File: config.mk
export PLATFORM = sky130hd
export DESIGN_NAME = ft_tx_arbiter_flat
export DESIGN_NICKNAME = d
export VERILOG_FILES = /design/src/rtl/ft_tx_arbiter_if.sv /design/src/rtl/ft_tx_arbiter.sv /design/src/flat_wrapper.sv
export SDC_FILE = /design/constraint.sdc
export NUM_CORES = 1
export LEC_CHECK = 0
export CAP_MARGIN = 20
export CORE_MARGIN = 3
export CORE_UTILIZATION = 30
export CTS_CLUSTER_DIAMETER = 40
export DETAILED_ROUTE_END_ITERATION = 7
export PLACE_DENSITY = 0.83
export RECOVER_POWER = 25
export SLEW_MARGIN = 20
export SYNTH_ARGS = -nofsm -noshare
export SYNTH_HDL_FRONTEND = slang
export SYNTH_SLANG_ARGS = --single-unit
File: constraint.sdc
create_clock -name clk_i -period 4.99 [get_ports clk_i]
set_clock_uncertainty 0.1 [all_clocks]
set_input_delay 0.998 -clock clk_i [delete_from_list [all_inputs] [get_ports clk_i]]
set_output_delay 0.998 -clock clk_i [all_outputs]
set_load 0.01 [all_outputs]
File: src/rtl/ft_tx_arbiter_if.sv
// Bus bundle for ft_tx_arbiter: the FTDI-side read port, two FWFT source ports and debug taps.
// A word moves when re_i is high and empty_o is low; the active source is popped in that same cycle.
interface ft_tx_arbiter_if #(
    parameter int FT_DATA_WIDTH = 32,
    parameter int IQ_PAIR_WIDTH = 24
);
    // FTDI side
    logic                     re_i;
    logic [FT_DATA_WIDTH-1:0] data_o;
    logic                     empty_o;
    logic                     enough_o;
    logic                     data_incomming_o;
    logic [1:0]               mode_o;

    // IQ sample FIFO (first-word fall-through)
    logic [IQ_PAIR_WIDTH-1:0] fifo_data_i;
    logic                     fifo_empty_i;
    logic                     fifo_enough_i;
    logic                     fifo_data_incomming_i;
    logic                     fifo_re_o;

    // CPU message FIFO (first-word fall-through)
    logic [FT_DATA_WIDTH-1:0] cpu_data_i;
    logic                     cpu_empty_i;
    logic                     cpu_data_incomming_i;
    logic                     cpu_re_o;

    // Internal packet position and sequence number
    logic [15:0]              dbg_word_cnt;
    logic [15:0]              dbg_seq;

    modport slave (
        input  re_i, fifo_data_i, fifo_empty_i, fifo_enough_i, fifo_data_incomming_i,
               cpu_data_i, cpu_empty_i, cpu_data_incomming_i,
        output data_o, empty_o, enough_o, data_incomming_o, mode_o,
               fifo_re_o, cpu_re_o, dbg_word_cnt, dbg_seq
    );

    modport master (
        output re_i, fifo_data_i, fifo_empty_i, fifo_enough_i, fifo_data_incomming_i,
               cpu_data_i, cpu_empty_i, cpu_data_incomming_i,
        input  data_o, empty_o, enough_o, data_incomming_o, mode_o,
               fifo_re_o, cpu_re_o, dbg_word_cnt, dbg_seq
    );
endinterface

File: src/rtl/ft_tx_arbiter.sv
// Packet-granular arbiter feeding an FTDI FIFO from an IQ sample FIFO and a CPU message FIFO.
// Define FT_TX_ARBITER_HEADER_EN to prefix every packet with an internal header word.
module ft_tx_arbiter #(
    parameter int FT_DATA_WIDTH    = 32,
    parameter int IQ_PAIR_WIDTH    = 24,
    parameter int QSTART_BIT_INDEX = 16,
    parameter int PACKET_WORDS     = 256
) (
    input  logic           clk_i,
    input  logic           reset_n,
    ft_tx_arbiter_if.slave bus
);
    localparam int HALF = IQ_PAIR_WIDTH / 2;
    localparam int CW   = (PACKET_WORDS > 1) ? $clog2(PACKET_WORDS) : 1;
    localparam logic [CW-1:0] CNT_LAST = CW'(PACKET_WORDS - 1);

    typedef enum logic [1:0] {
        ST_IDLE = 2'd0,
        ST_FIFO = 2'd1,
        ST_CPU  = 2'd2
    } state_t;

    state_t                   state, state_nxt, arb_state;
    logic [CW-1:0]            word_cnt;
    logic [15:0]              seq;
    logic                     last_src_cpu;
    logic                     arb_last_cpu;
    logic                     hdr_phase;
    logic [FT_DATA_WIDTH-1:0] hdr_data;
    logic [FT_DATA_WIDTH-1:0] fifo_word;
    logic [FT_DATA_WIDTH-1:0] data_mux;
    logic                     src_empty;
    logic                     enough;
    logic                     accept;
    logic                     last_word;

`ifdef FT_TX_ARBITER_HEADER_EN
    logic [31:0] hdr_word;
    assign hdr_word  = {8'hA5, 6'b0, state, seq};
    assign hdr_data  = FT_DATA_WIDTH'(hdr_word);
    assign hdr_phase = (state != ST_IDLE) && (word_cnt == '0);
`else
    assign hdr_data  = '0;
    assign hdr_phase = 1'b0;
`endif

    // IQ halves land in fixed lanes of the output word; unused bits stay zero.
    always_comb begin
        fifo_word = '0;
        fifo_word[HALF-1:0] = bus.fifo_data_i[HALF-1:0];
        fifo_word[QSTART_BIT_INDEX +: HALF] = bus.fifo_data_i[IQ_PAIR_WIDTH-1 -: HALF];
    end

    always_comb begin
        data_mux  = '0;
        src_empty = 1'b1;
        enough    = 1'b0;
        case (state)
            ST_FIFO: begin
                data_mux  = fifo_word;
                src_empty = bus.fifo_empty_i;
                enough    = bus.fifo_enough_i;
            end
            ST_CPU: begin
                data_mux  = bus.cpu_data_i;
                src_empty = bus.cpu_empty_i;
                enough    = ~bus.cpu_empty_i;
            end
            default: ;
        endcase
        if (hdr_phase) begin
            data_mux  = hdr_data;
            src_empty = 1'b0;
        end
    end

    assign accept    = bus.re_i & ~src_empty;
    assign last_word = accept && (word_cnt == CNT_LAST);

    // On the closing word the packet just finished counts as the previous source.
    assign arb_last_cpu = (state == ST_IDLE) ? last_src_cpu : (state == ST_CPU);

    always_comb begin
        if (arb_last_cpu && !bus.fifo_empty_i) arb_state = ST_FIFO;
        else if (!bus.cpu_empty_i)             arb_state = ST_CPU;
        else if (!bus.fifo_empty_i)            arb_state = ST_FIFO;
        else                                   arb_state = ST_IDLE;
    end

    always_comb begin
        state_nxt = state;
        case (state)
            ST_IDLE:         state_nxt = arb_state;
            ST_FIFO, ST_CPU: if (last_word) state_nxt = arb_state;
            default:         state_nxt = ST_IDLE;
        endcase
    end

    always_ff @(posedge clk_i or negedge reset_n) begin
        if (!reset_n) state <= ST_IDLE;
        else          state <= state_nxt;
    end

    always_ff @(posedge clk_i or negedge reset_n) begin
        if (!reset_n) begin
            word_cnt     <= '0;
            seq          <= '0;
            last_src_cpu <= 1'b0;
        end else begin
            if (accept) word_cnt <= last_word ? '0 : word_cnt + CW'(1);
            if (last_word) begin
                seq          <= seq + 16'd1;
                last_src_cpu <= (state == ST_CPU);
            end
        end
    end

    assign bus.data_o           = data_mux;
    assign bus.empty_o          = src_empty;
    assign bus.enough_o         = enough;
    assign bus.data_incomming_o = bus.cpu_data_incomming_i | bus.fifo_data_incomming_i;
    assign bus.mode_o           = state;
    assign bus.fifo_re_o        = accept && (state == ST_FIFO) && !hdr_phase;
    assign bus.cpu_re_o         = accept && (state == ST_CPU) && !hdr_phase;
    assign bus.dbg_word_cnt     = 16'(word_cnt);
    assign bus.dbg_seq          = seq;
endmodule

File: src/flat_wrapper.sv
// flat-port wrapper written by rule: the top's interface ports become plain ports
module ft_tx_arbiter_flat 
#(
    parameter int FT_DATA_WIDTH    = 32,
    parameter int IQ_PAIR_WIDTH    = 24,
    parameter int QSTART_BIT_INDEX = 16,
    parameter int PACKET_WORDS     = 256
)
  (clk_i, reset_n, bus_re_i, bus_fifo_data_i, bus_fifo_empty_i, bus_fifo_enough_i, bus_fifo_data_incomming_i, bus_cpu_data_i, bus_cpu_empty_i, bus_cpu_data_incomming_i, bus_data_o, bus_empty_o, bus_enough_o, bus_data_incomming_o, bus_mode_o, bus_fifo_re_o, bus_cpu_re_o, bus_dbg_word_cnt, bus_dbg_seq);
  ft_tx_arbiter_if #(.FT_DATA_WIDTH(FT_DATA_WIDTH), .IQ_PAIR_WIDTH(IQ_PAIR_WIDTH)) bus_i ();
  input  logic clk_i;
  input  logic reset_n;
  input wire logic [$bits(bus_i.re_i)-1:0] bus_re_i;
  input wire logic [$bits(bus_i.fifo_data_i)-1:0] bus_fifo_data_i;
  input wire logic [$bits(bus_i.fifo_empty_i)-1:0] bus_fifo_empty_i;
  input wire logic [$bits(bus_i.fifo_enough_i)-1:0] bus_fifo_enough_i;
  input wire logic [$bits(bus_i.fifo_data_incomming_i)-1:0] bus_fifo_data_incomming_i;
  input wire logic [$bits(bus_i.cpu_data_i)-1:0] bus_cpu_data_i;
  input wire logic [$bits(bus_i.cpu_empty_i)-1:0] bus_cpu_empty_i;
  input wire logic [$bits(bus_i.cpu_data_incomming_i)-1:0] bus_cpu_data_incomming_i;
  output wire logic [$bits(bus_i.data_o)-1:0] bus_data_o;
  output wire logic [$bits(bus_i.empty_o)-1:0] bus_empty_o;
  output wire logic [$bits(bus_i.enough_o)-1:0] bus_enough_o;
  output wire logic [$bits(bus_i.data_incomming_o)-1:0] bus_data_incomming_o;
  output wire logic [$bits(bus_i.mode_o)-1:0] bus_mode_o;
  output wire logic [$bits(bus_i.fifo_re_o)-1:0] bus_fifo_re_o;
  output wire logic [$bits(bus_i.cpu_re_o)-1:0] bus_cpu_re_o;
  output wire logic [$bits(bus_i.dbg_word_cnt)-1:0] bus_dbg_word_cnt;
  output wire logic [$bits(bus_i.dbg_seq)-1:0] bus_dbg_seq;
  assign bus_i.re_i = bus_re_i;
  assign bus_i.fifo_data_i = bus_fifo_data_i;
  assign bus_i.fifo_empty_i = bus_fifo_empty_i;
  assign bus_i.fifo_enough_i = bus_fifo_enough_i;
  assign bus_i.fifo_data_incomming_i = bus_fifo_data_incomming_i;
  assign bus_i.cpu_data_i = bus_cpu_data_i;
  assign bus_i.cpu_empty_i = bus_cpu_empty_i;
  assign bus_i.cpu_data_incomming_i = bus_cpu_data_incomming_i;
  assign bus_data_o = bus_i.data_o;
  assign bus_empty_o = bus_i.empty_o;
  assign bus_enough_o = bus_i.enough_o;
  assign bus_data_incomming_o = bus_i.data_incomming_o;
  assign bus_mode_o = bus_i.mode_o;
  assign bus_fifo_re_o = bus_i.fifo_re_o;
  assign bus_cpu_re_o = bus_i.cpu_re_o;
  assign bus_dbg_word_cnt = bus_i.dbg_word_cnt;
  assign bus_dbg_seq = bus_i.dbg_seq;
  ft_tx_arbiter #(.FT_DATA_WIDTH(FT_DATA_WIDTH), .IQ_PAIR_WIDTH(IQ_PAIR_WIDTH), .QSTART_BIT_INDEX(QSTART_BIT_INDEX), .PACKET_WORDS(PACKET_WORDS)) u_core (.clk_i(clk_i), .reset_n(reset_n), .bus(bus_i));
endmodule
==> results of run 1 <==
[worst max-delay path, cell delays in order]
cell and delay, ns:
clkdlybuf4s50_1 0.47, a22o_1 0.30, nor2_1 0.48, and2_1 0.21, clkdlybuf4s50_1 0.55
[metrics by stage]
| stage | util (%) | instances | cell area, um^2 |
|---|---|---|---|
| 5_1_grt | 53.4 | 402 | 3240 |
| 3_5_place_dp | 52.7 | 398 | 3200 |
| 4_1_cts | 53.5 | 402 | 3240 |
| 2_1_floorplan | - | 219 | 1960 |
| 6_report | 53.4 | 402 | 3240 |
| 3_3_place_gp | 52.7 | 398 | 3190 |
[registers in the layout (all words and copies together) (netlist names)]
register	flops
u_core.bus.dbg_seq	16
u_core.word_cnt	8
u_core.bus.mode_o	2
u_core.last_src_cpu	1
[layer usage]
metal	up-vias	track usage (%)	share of wire, %
li1	954	-	-
met1	908	21.0	41
met2	99	27.5	48
met3	13	2.85	8.7
met4	0	4.11	2.1
met5	-	0	0
[logic make-up (layout without fill, tap and decap cells)]
logic type / after synthesis / after routing / synth area share, %
flops: 27 / 27 / 35.0
xor+xnor: 20 / 20 / 9.07
compound gates: 33 / 33 / 12.7
simple gates: 94 / 94 / 29.3
mux: 5 / 5 / 2.72
buf+inv: 26 / 134 / 7.13
other cells: 1 / 8 / 0.194
fa+ha+maj: 6 / 6 / 3.89
[how the worst min path moves through the flow]
stage / end / slack, ns
after CTS: u_core.bus.dbg_seq[15]$_DFFE_PN0P_ / 0.38
final: u_core.bus.dbg_seq[15]$_DFFE_PN0P_ / 0.37
after global placement: u_core.bus.dbg_seq[15]$_DFFE_PN0P_ / 0.37
after global routing: u_core.bus.dbg_seq[15]$_DFFE_PN0P_ / 0.38
after floorplan: u_core.last_src_cpu$_DFFE_PN0P_ / 0.38
after detailed placement: u_core.bus.dbg_seq[15]$_DFFE_PN0P_ / 0.36
[cells in the final DEF, fill, tap and decap left out, types with 4 or more instances in the layout]
cell type / n
xnor2_1: 6
ha_1: 4
a22oi_1: 25
xor2_1: 14
conb_1: 8
nand2_1: 15
nand4_1: 4
nor3_1: 9
and2_1: 10
nor2_1: 5
clkdlybuf4s50_1: 123
nor2b_1: 25
dfrtp_1: 27
nand3_1: 9
[layout make-up]
type                       count  area (um^2)
multi-input combinational    166         1150
fill                         570         2820
timing repair buffer         127         1260
tap                           75         93.8
sequential                    27          676
clock buffer                   4         45.0
inverter                       3         11.3
[power by group]
group          internal [mW]  switching [mW]  leakage, nW
clock network         0.0573          0.0678       0.0228
registers              0.245          0.0348        0.368
logic                  0.436           0.390        0.954
total                  0.738           0.492         1.35
==> out/metrics.yaml, run 1 <==
finalHoldViolations: 0
layout_min_cycle_time_ns: 4.11
track_usage_pct: 16.1
status: "complete, no violations"
grt.overflow.total: 0
syn-cell-area_mm2: 0.00193
min_path_type: "reg2reg"
wl_per_cell_um: 15.4
report.final.setup_viol: 0
post_cts_buffers: 0
synthToLayoutAreaGrowth_pct: 67.8
cts-root-buf: "clkbuf_8"
slew_headroom_pct: 6.68
die_area_mm2: 0.00743
r2r_start: "u_core.bus.mode_o[0]$_DFFE_PN0P_"
hold_depth: 1
synthFlopType: "dfrtp_1"
p_leak_nw: 1.35
worst-setup-path-type: "in2out"
start_util_pct: 31.9
wirelength_mm: 6.21
dp_slack_ns: 0.849
fin_nets: 398
viasPerCell: 4.91
cts.sinks: 27
io_pins: 135
crit_fanout: 8
async_flop_share_pct: 100
clkLatencyLatePin_ns: 0.27
drive_above_1_share_pct: 4.59
cts_resized: 0
synth.most_common_cell: "dfrtp_1"
core-area_mm2: 0.00606
cts.clk_slew.worst_paths_ns: 0.09
required_ns: 3.89
grt_pass1_vias: 1968
vias: 1974
grt_first_pass_wirelength_mm: 9.81
htreeDepth: 1
holdBufCountCts: 0
rows: 28
ys_top_cells_by_area: "dfrtp_1, a22oi_1, nor2b_1, xor2_1, ha_1"
start_kind: "input port"
gp_congestion: 0.775
r2r_cells: 5
n_antenna_cell: 0
synth_edf_count: 0
dp_hpwl_mm: 4.70
fin_ws_ns: 0.876
cts_buffer_depth: 2
fp.dieW_um: 86.2
rsz0062_at_grt: "no"
drt_pass1_iterations: 4
drv_slew: 0
synth_common_cells: "dfrtp_1, a22oi_1, nor2b_1, nand2_1, xor2_1"
max_freq_mhz: 243
yosysWarnings: 0
cap_violations: 0
ir_worst_vdd_mv: 0.208
setup.worst_path.end_class: "output port"
setup_tns_ns: 0
die_h_um: 86.2
portBuffers: 126
yosysUniqueCellTypes: 37
numCtsBuffers: 3
fin_crit_sh_pct: 82.4
synth-seq-cells: 27
crit_end: "bus_fifo_re_o"
worstSetupStartpoint: "bus_cpu_empty_i"
timing.rr.end: "u_core.last_src_cpu$_DFFE_PN0P_"
pwr_density_cell_mw_per_mm2: 380
yosysSeqAreaShare_pct: 35.0
tritoncts: "done"
r2r_slack_ns: 2.12
grt_max_degree: 39
netlist.area_leader.share_pct: 35.0
syn-instance-count: 212
drtIter0Drc: 78
drc: 0
hold-worst-slack_ns: 0.371
synth_top_cell_by_area: "dfrtp_1"
syn_avg_cell_area_um2: 9.11
hp-start: "u_core.bus.dbg_seq[15]$_DFFE_PN0P_"
power_mw: 1.23
ant_nets: 0
tightest_slew_ns: 1.40
arrival_ns: 3.02
antenna_found_initial: 0
Power figures use the tool's default switching activity.
==> inputs of run 2 (changes only) <==
==> constraint.sdc (replaced) <==
create_clock -name clk_i -period 4.2 [get_ports clk_i]
set_clock_uncertainty 0.1 [all_clocks]
set_input_delay 0.84 -clock clk_i [delete_from_list [all_inputs] [get_ports clk_i]]
set_output_delay 0.84 -clock clk_i [all_outputs]
set_load 0.01 [all_outputs]
==> out/metrics.yaml, run 2 (synthesis gave the netlist of run 1 again) <==
status: "complete, no violations"
io_pins: 135  # unchanged
drt_pass1_iterations: 4  # unchanged
grt_max_degree: 38  # -2.6%
rsz0062_at_grt: "no"
cts_buffer_depth: 2  # unchanged
cts_resized: 0  # unchanged
crit_fanout: 7  # -1
required_ns: 3.26  # -0.63 ns
r2r_slack_ns: 1.56  # -0.56 ns
setup_tns_ns: 0  # unchanged
power_mw: 1.47  # +20%
core-area_mm2: 0.00606  # unchanged
cap_violations: 0  # unchanged
numCtsBuffers: 3  # unchanged
viasPerCell: 4.95  # +0.82%
timing.rr.end: "u_core.bus.dbg_seq[1]$_DFFE_PN0P_"
dp_cells: 402  # +1.0%
fin_area_mm2: 0.00326  # +0.77%
worst-setup-path-type: "in2out"
fin_nets: 402  # +1.0%
hold-worst-slack_ns: 0.376  # +0.00518 ns
p_leak_nw: 1.36  # +1.1%
clkLatencyLatePin_ns: 0.27  # about the same
r2r_start: "u_core.bus.mode_o[0]$_DFFE_PN0P_"
slew_headroom_pct: 5.31  # -1.4 points
track_usage_pct: 15.4  # -0.69 points
place_area_mm2: 0.00322  # +0.86%
report.final.setup_viol: 0  # unchanged
cts-root-buf: "clkbuf_8"
start_util_pct: 31.9  # unchanged
die_area_mm2: 0.00743  # unchanged
finalNonFillerCells: 406  # +1.0%
antenna_found_initial: 0  # unchanged
cts.clk_slew.worst_paths_ns: 0.09  # about the same
vias: 2010  # +1.8%
start_kind: "input port"
fin_crit_sh_pct: 88.8
max_freq_mhz: 268
cts.sinks: 27  # unchanged
largest_reg_flops: 16  # unchanged
r2r_cells: 7  # +2
rows: 28  # unchanged
final_common_cell: "clkdlybuf4s50_1"
worstSetupStartpoint: "bus_cpu_empty_i"
drv_slew: 0  # unchanged
arrival_ns: 2.79  # -0.23 ns
ant_nets: 0  # unchanged
grt_first_pass_wirelength_mm: 9.50  # -3.2%
grt_pass1_vias: 1958  # -0.51%
crit_end: "bus_cpu_re_o"
pwr_density_cell_mw_per_mm2: 451  # +19%
portBuffers: 126  # unchanged
tritoncts: "done"
layout_common_cells: "clkdlybuf4s50_1, dfrtp_1, a22oi_1, nor2b_1, nand2_1"
n_antenna_cell: 0  # unchanged
wl_per_cell_um: 15.0  # -2.8%
holdBufCountCts: 0  # unchanged
drtIter0Drc: 98  # +26%
die_h_um: 86.2  # unchanged
ir_worst_vdd_mv: 0.343  # +65%
synthToLayoutAreaGrowth_pct: 69.1
finalHoldViolations: 0  # unchanged
tightest_slew_ns: 1.42  # +0.0206 ns
setup.worst_path.end_class: "output port"
grt.overflow.total: 0  # unchanged
drive_above_1_share_pct: 5.14  # +0.55 points
layout_min_cycle_time_ns: 3.73
htreeDepth: 1  # unchanged
gp_congestion: 0.796  # +2.7%
drc: 0  # unchanged
min_path_type: "reg2reg"
post_cts_buffers: 0  # unchanged
wirelength_mm: 6.09  # -1.9%
dp_hpwl_mm: 4.58  # -2.5%
fp.dieW_um: 86.2  # unchanged
==> run 2: changes by cell type in the layout (fill, tap and decap cells not counted) <==
cell / change
dlygate4sd3_1: -1
ha_2: -2
buf_4: +3
clkinvlp_4: +1
clkdlybuf4s50_1: +1
ha_1: +2
==> run 2: per-stage QoR <==
stage / setup WS, ns / util (%)
2_1_floorplan: 1.61 / -
3_3_place_gp: 0.693 / 53.2
3_5_place_dp: 0.670 / 53.2
4_1_cts: 0.664 / 54.0
5_1_grt: 0.346 / 53.9
6_report: 0.472 / 53.9
==> run 2: area by class of cell <==
type                       instances  area [um^2]
sequential                        27          676
tap                               75         93.8
fill                             541         2800
clock buffer                       3         41.3
multi-input combinational        166         1140
timing repair buffer             131         1290
inverter                           3         11.3
clock inverter                     1         7.51
==> run 2: worst min path at each step <==
stage / cells after the start / start / slack (ns) / end
4_1_cts: 1 / u_core.bus.dbg_seq[15]$_DFFE_PN0P_ / 0.38 / u_core.bus.dbg_seq[15]$_DFFE_PN0P_
6_report: 1 / u_core.bus.dbg_seq[15]$_DFFE_PN0P_ / 0.38 / u_core.bus.dbg_seq[15]$_DFFE_PN0P_
2_1_floorplan: 1 / u_core.last_src_cpu$_DFFE_PN0P_ / 0.38 / u_core.last_src_cpu$_DFFE_PN0P_
3_5_place_dp: 1 / u_core.bus.dbg_seq[15]$_DFFE_PN0P_ / 0.36 / u_core.bus.dbg_seq[15]$_DFFE_PN0P_
3_3_place_gp: 1 / u_core.bus.dbg_seq[15]$_DFFE_PN0P_ / 0.36 / u_core.bus.dbg_seq[15]$_DFFE_PN0P_
5_1_grt: 1 / u_core.bus.dbg_seq[15]$_DFFE_PN0P_ / 0.39 / u_core.bus.dbg_seq[15]$_DFFE_PN0P_
==> run 2: critical path: stages <==
cell	delay, ns
clkdlybuf4s50_1	0.47
a22o_1	0.30
nor2_1	0.14
clkbuf_1	0.33
and2_1	0.18
clkdlybuf4s50_1	0.53
==> run 2: power breakdown <==
group,total (mW),internal (mW),switching (mW)
Sequential,0.331,0.291,0.0407
Clock,0.150,0.0674,0.0830
Combinational,0.990,0.524,0.466
==> run 2: per-layer routing <==
metal,global-route usage (%),vias to the layer above,routed length (um)
met4,3.82,0,120
met3,2.57,11,534
met1,19.4,937,2540
met5,0,-,0
li1,-,966,-
met2,27.4,96,2900
==> inputs of run 3 (changes only) <==
--- a/config.mk
+++ b/config.mk
@@ -6,7 +6,7 @@
 export NUM_CORES = 1
 export LEC_CHECK = 0
 export CAP_MARGIN = 20
-export CORE_MARGIN = 3
+export CORE_MARGIN = 5
 export CORE_UTILIZATION = 30
 export CTS_CLUSTER_DIAMETER = 40
 export DETAILED_ROUTE_END_ITERATION = 7
==> out/metrics.yaml, run 3 (synthesis gave the netlist of run 1 again) <==
wirelength_mm: 6.32  # +3.7%
grt_max_degree: 39  # +2.6%
rsz0062_at_grt: "no"
fin_area_mm2: 0.00327  # about the same
fp.dieW_um: 90.2  # +4.6%
synthToLayoutAreaGrowth_pct: 69.2  # about the same
cap_violations: 0  # unchanged
place_area_mm2: 0.00323  # about the same
multiInputGateArea_mm2: 0.00114  # unchanged
pwr_density_cell_mw_per_mm2: 449  # -0.49%
report.final.setup_viol: 0  # unchanged
slew_headroom_pct: 3.50  # -1.8 points
track_usage_pct: 15.0  # -0.44 points
worst-setup-path-type: "in2out"
layout_min_cycle_time_ns: 3.54  # -0.187 ns
met3_usage_pct: 3.51  # +0.94 points
cp_top_family: "buffers and inverters"
arrival_ns: 2.60  # -0.19 ns
seq_power_share_pct: 22.5  # about the same
dp_slack_ns: 0.644  # -0.0262 ns
core-area_mm2: 0.00631  # +4.2%
start_kind: "input port"
cts.clk_slew.worst_paths_ns: 0.09  # about the same
use_met1_pct: 18.9  # -0.51 points
ant_nets: 0  # unchanged
holdBufCountCts: 0  # unchanged
portBuffers: 126  # unchanged
start_util_pct: 30.6  # -1.3 points
die_h_um: 90.2  # +4.6%
p_sw_mw: 0.578  # -2.0%
tightest_slew_ns: 1.45  # +0.0271 ns
p_int_mw: 0.888  # +0.65%
post_cts_buffers: 0  # unchanged
slowest_stage: "clkdlybuf4s50_1"
largest_reg_flops: 16  # unchanged
crit_path_cell_trace: "clkdlybuf4s50_1 > a22o_1 > nor2_1 > and2_1 > clkdlybuf4s50_1"
fin_crit_sh_pct: 84.3  # -4.4 points
cts_resized: 0  # unchanged
p_leak_nw: 1.37  # +0.64%
grt.overflow.total: 0  # unchanged
cts-root-buf: "clkbuf_8"
tritoncts: "done"
pwr-share-comb_pct: 67.6  # +0.3 points
drtIter0Drc: 42  # -57%
grt_busiest_layer: "met2"
final_common_cell: "clkdlybuf4s50_1"
grt_pass1_vias: 2028  # +3.6%
drv_slew: 0  # unchanged
n_antenna_cell: 0  # unchanged
drive_above_1_share_pct: 5.14  # unchanged
rows: 29  # +3.6%
min_path_type: "reg2reg"
fillers: 575  # +6.3%
dp_hpwl_mm: 4.94  # +7.9%
cts_buffer_depth: 2  # unchanged
clkLatencyLatePin_ns: 0.27  # about the same
cts.sinks: 27  # unchanged
vias: 1993  # -0.85%
power_mw: 1.47  # -0.41%
switching_share_pct: 39.4  # -0.64 points
setup_tns_ns: 0  # unchanged
grtUsageMet2_pct: 26.2  # -1.2 points
regArea_um2: 676  # unchanged
numCtsBuffers: 3  # unchanged
max_freq_mhz: 282  # +5.3%
crit_fanout: 4  # -3
path_buf_inv: 2  # -1
setup.worst_path.end_class: "output port"
io_pins: 135  # unchanged
viasPerCell: 4.88  # -1.3%
die_area_mm2: 0.00814  # +9.5%
drc: 0  # unchanged
path_common_cell: "clkdlybuf4s50_1"
gp_congestion: 0.765  # -3.9%
layout_common_cells: "clkdlybuf4s50_1, dfrtp_1, a22oi_1, nor2b_1, nand2_1"
fin_nets: 402  # unchanged
drt_pass1_iterations: 4  # unchanged
htreeDepth: 1  # unchanged
critPathMaxStageDelay_ns: 0.55  # +0.02 ns
antenna_found_initial: 0  # unchanged
fin_ws_ns: 0.658  # +0.187 ns
status: "complete, no violations"
finalHoldViolations: 0  # unchanged
wl_per_cell_um: 15.5  # +3.2%
fin_util_pct: 51.7  # -2.1 points
required_ns: 3.26  # about the same
ir_worst_vdd_mv: 0.260  # -24%
power_frac_clock_pct: 9.9  # -0.3 points
grt_first_pass_wirelength_mm: 10.4  # +9.2%
==> run 3: power groups by stage <==
| stage | Combinational [mW] | Sequential [mW] | Clock, mW |
|---|---|---|---|
| 2_1_floorplan | 0.514 | 0.343 | 0 |
| 3_3_place_gp | 0.992 | 0.332 | 0 |
| 3_5_place_dp | 1.01 | 0.335 | 0 |
| 4_1_cts | 1.01 | 0.331 | 0.148 |
| 5_1_grt | 1.08 | 0.337 | 0.160 |
| 6_report | 0.991 | 0.330 | 0.145 |
==> run 3: final timing paths <==
path / from / slack (ns) / end / depth (start not counted)
setup / recovery: bus_cpu_empty_i / 0.66 / bus_cpu_re_o / 5
hold / removal: u_core.bus.dbg_seq[15]$_DFFE_PN0P_ / 0.36 / u_core.bus.dbg_seq[15]$_DFFE_PN0P_ / 1
setup reg to reg: u_core.bus.mode_o[0]$_DFFE_PN0P_ / 1.55 / u_core.bus.dbg_seq[1]$_DFFE_PN0P_ / 7
hold reg to reg: u_core.bus.dbg_seq[15]$_DFFE_PN0P_ / 0.36 / u_core.bus.dbg_seq[15]$_DFFE_PN0P_ / 1
max in group asynchronous: reset_n / 1.81 / u_core.bus.dbg_seq[13]$_DFFE_PN0P_ / 2
min in group asynchronous: reset_n / 1.34 / u_core.bus.dbg_seq[6]$_DFFE_PN0P_ / 2
==> run 3: metrics by stage <==
step | hold WS, ns | std cells
floorplan | 0.380 | 219
global placement | 0.363 | 404
detailed placement | 0.356 | 404
CTS | 0.373 | 408
global route | 0.389 | 408
finish | 0.362 | 408
==> run 3: worst register-to-register path, stage by stage, from the launching register on <==
cell	delay, ns
dfrtp_1	0.41
inv_1	0.10
ha_1	0.21
buf_4	0.25
a22oi_2	0.24
nand3_2	0.42
nor2_2	0.44
mux2_2	0.38
==> run 3: area by class of cell <==
type / instances / area share (%)
well taps: 77 / 2.95
repair buffers: 131 / 39.6
inverters: 3 / 0.345
multi-input cells: 166 / 35.0
clock buffers: 4 / 1.38
flip-flops and latches: 27 / 20.7
==> run 3: metal layers <==
metal | routed length, um | share of wire [%]
met1 | 2680 | 42
met2 | 3100 | 49
met3 | 504 | 8.0
met4 | 38 | 0.60
met5 | 0 | 0
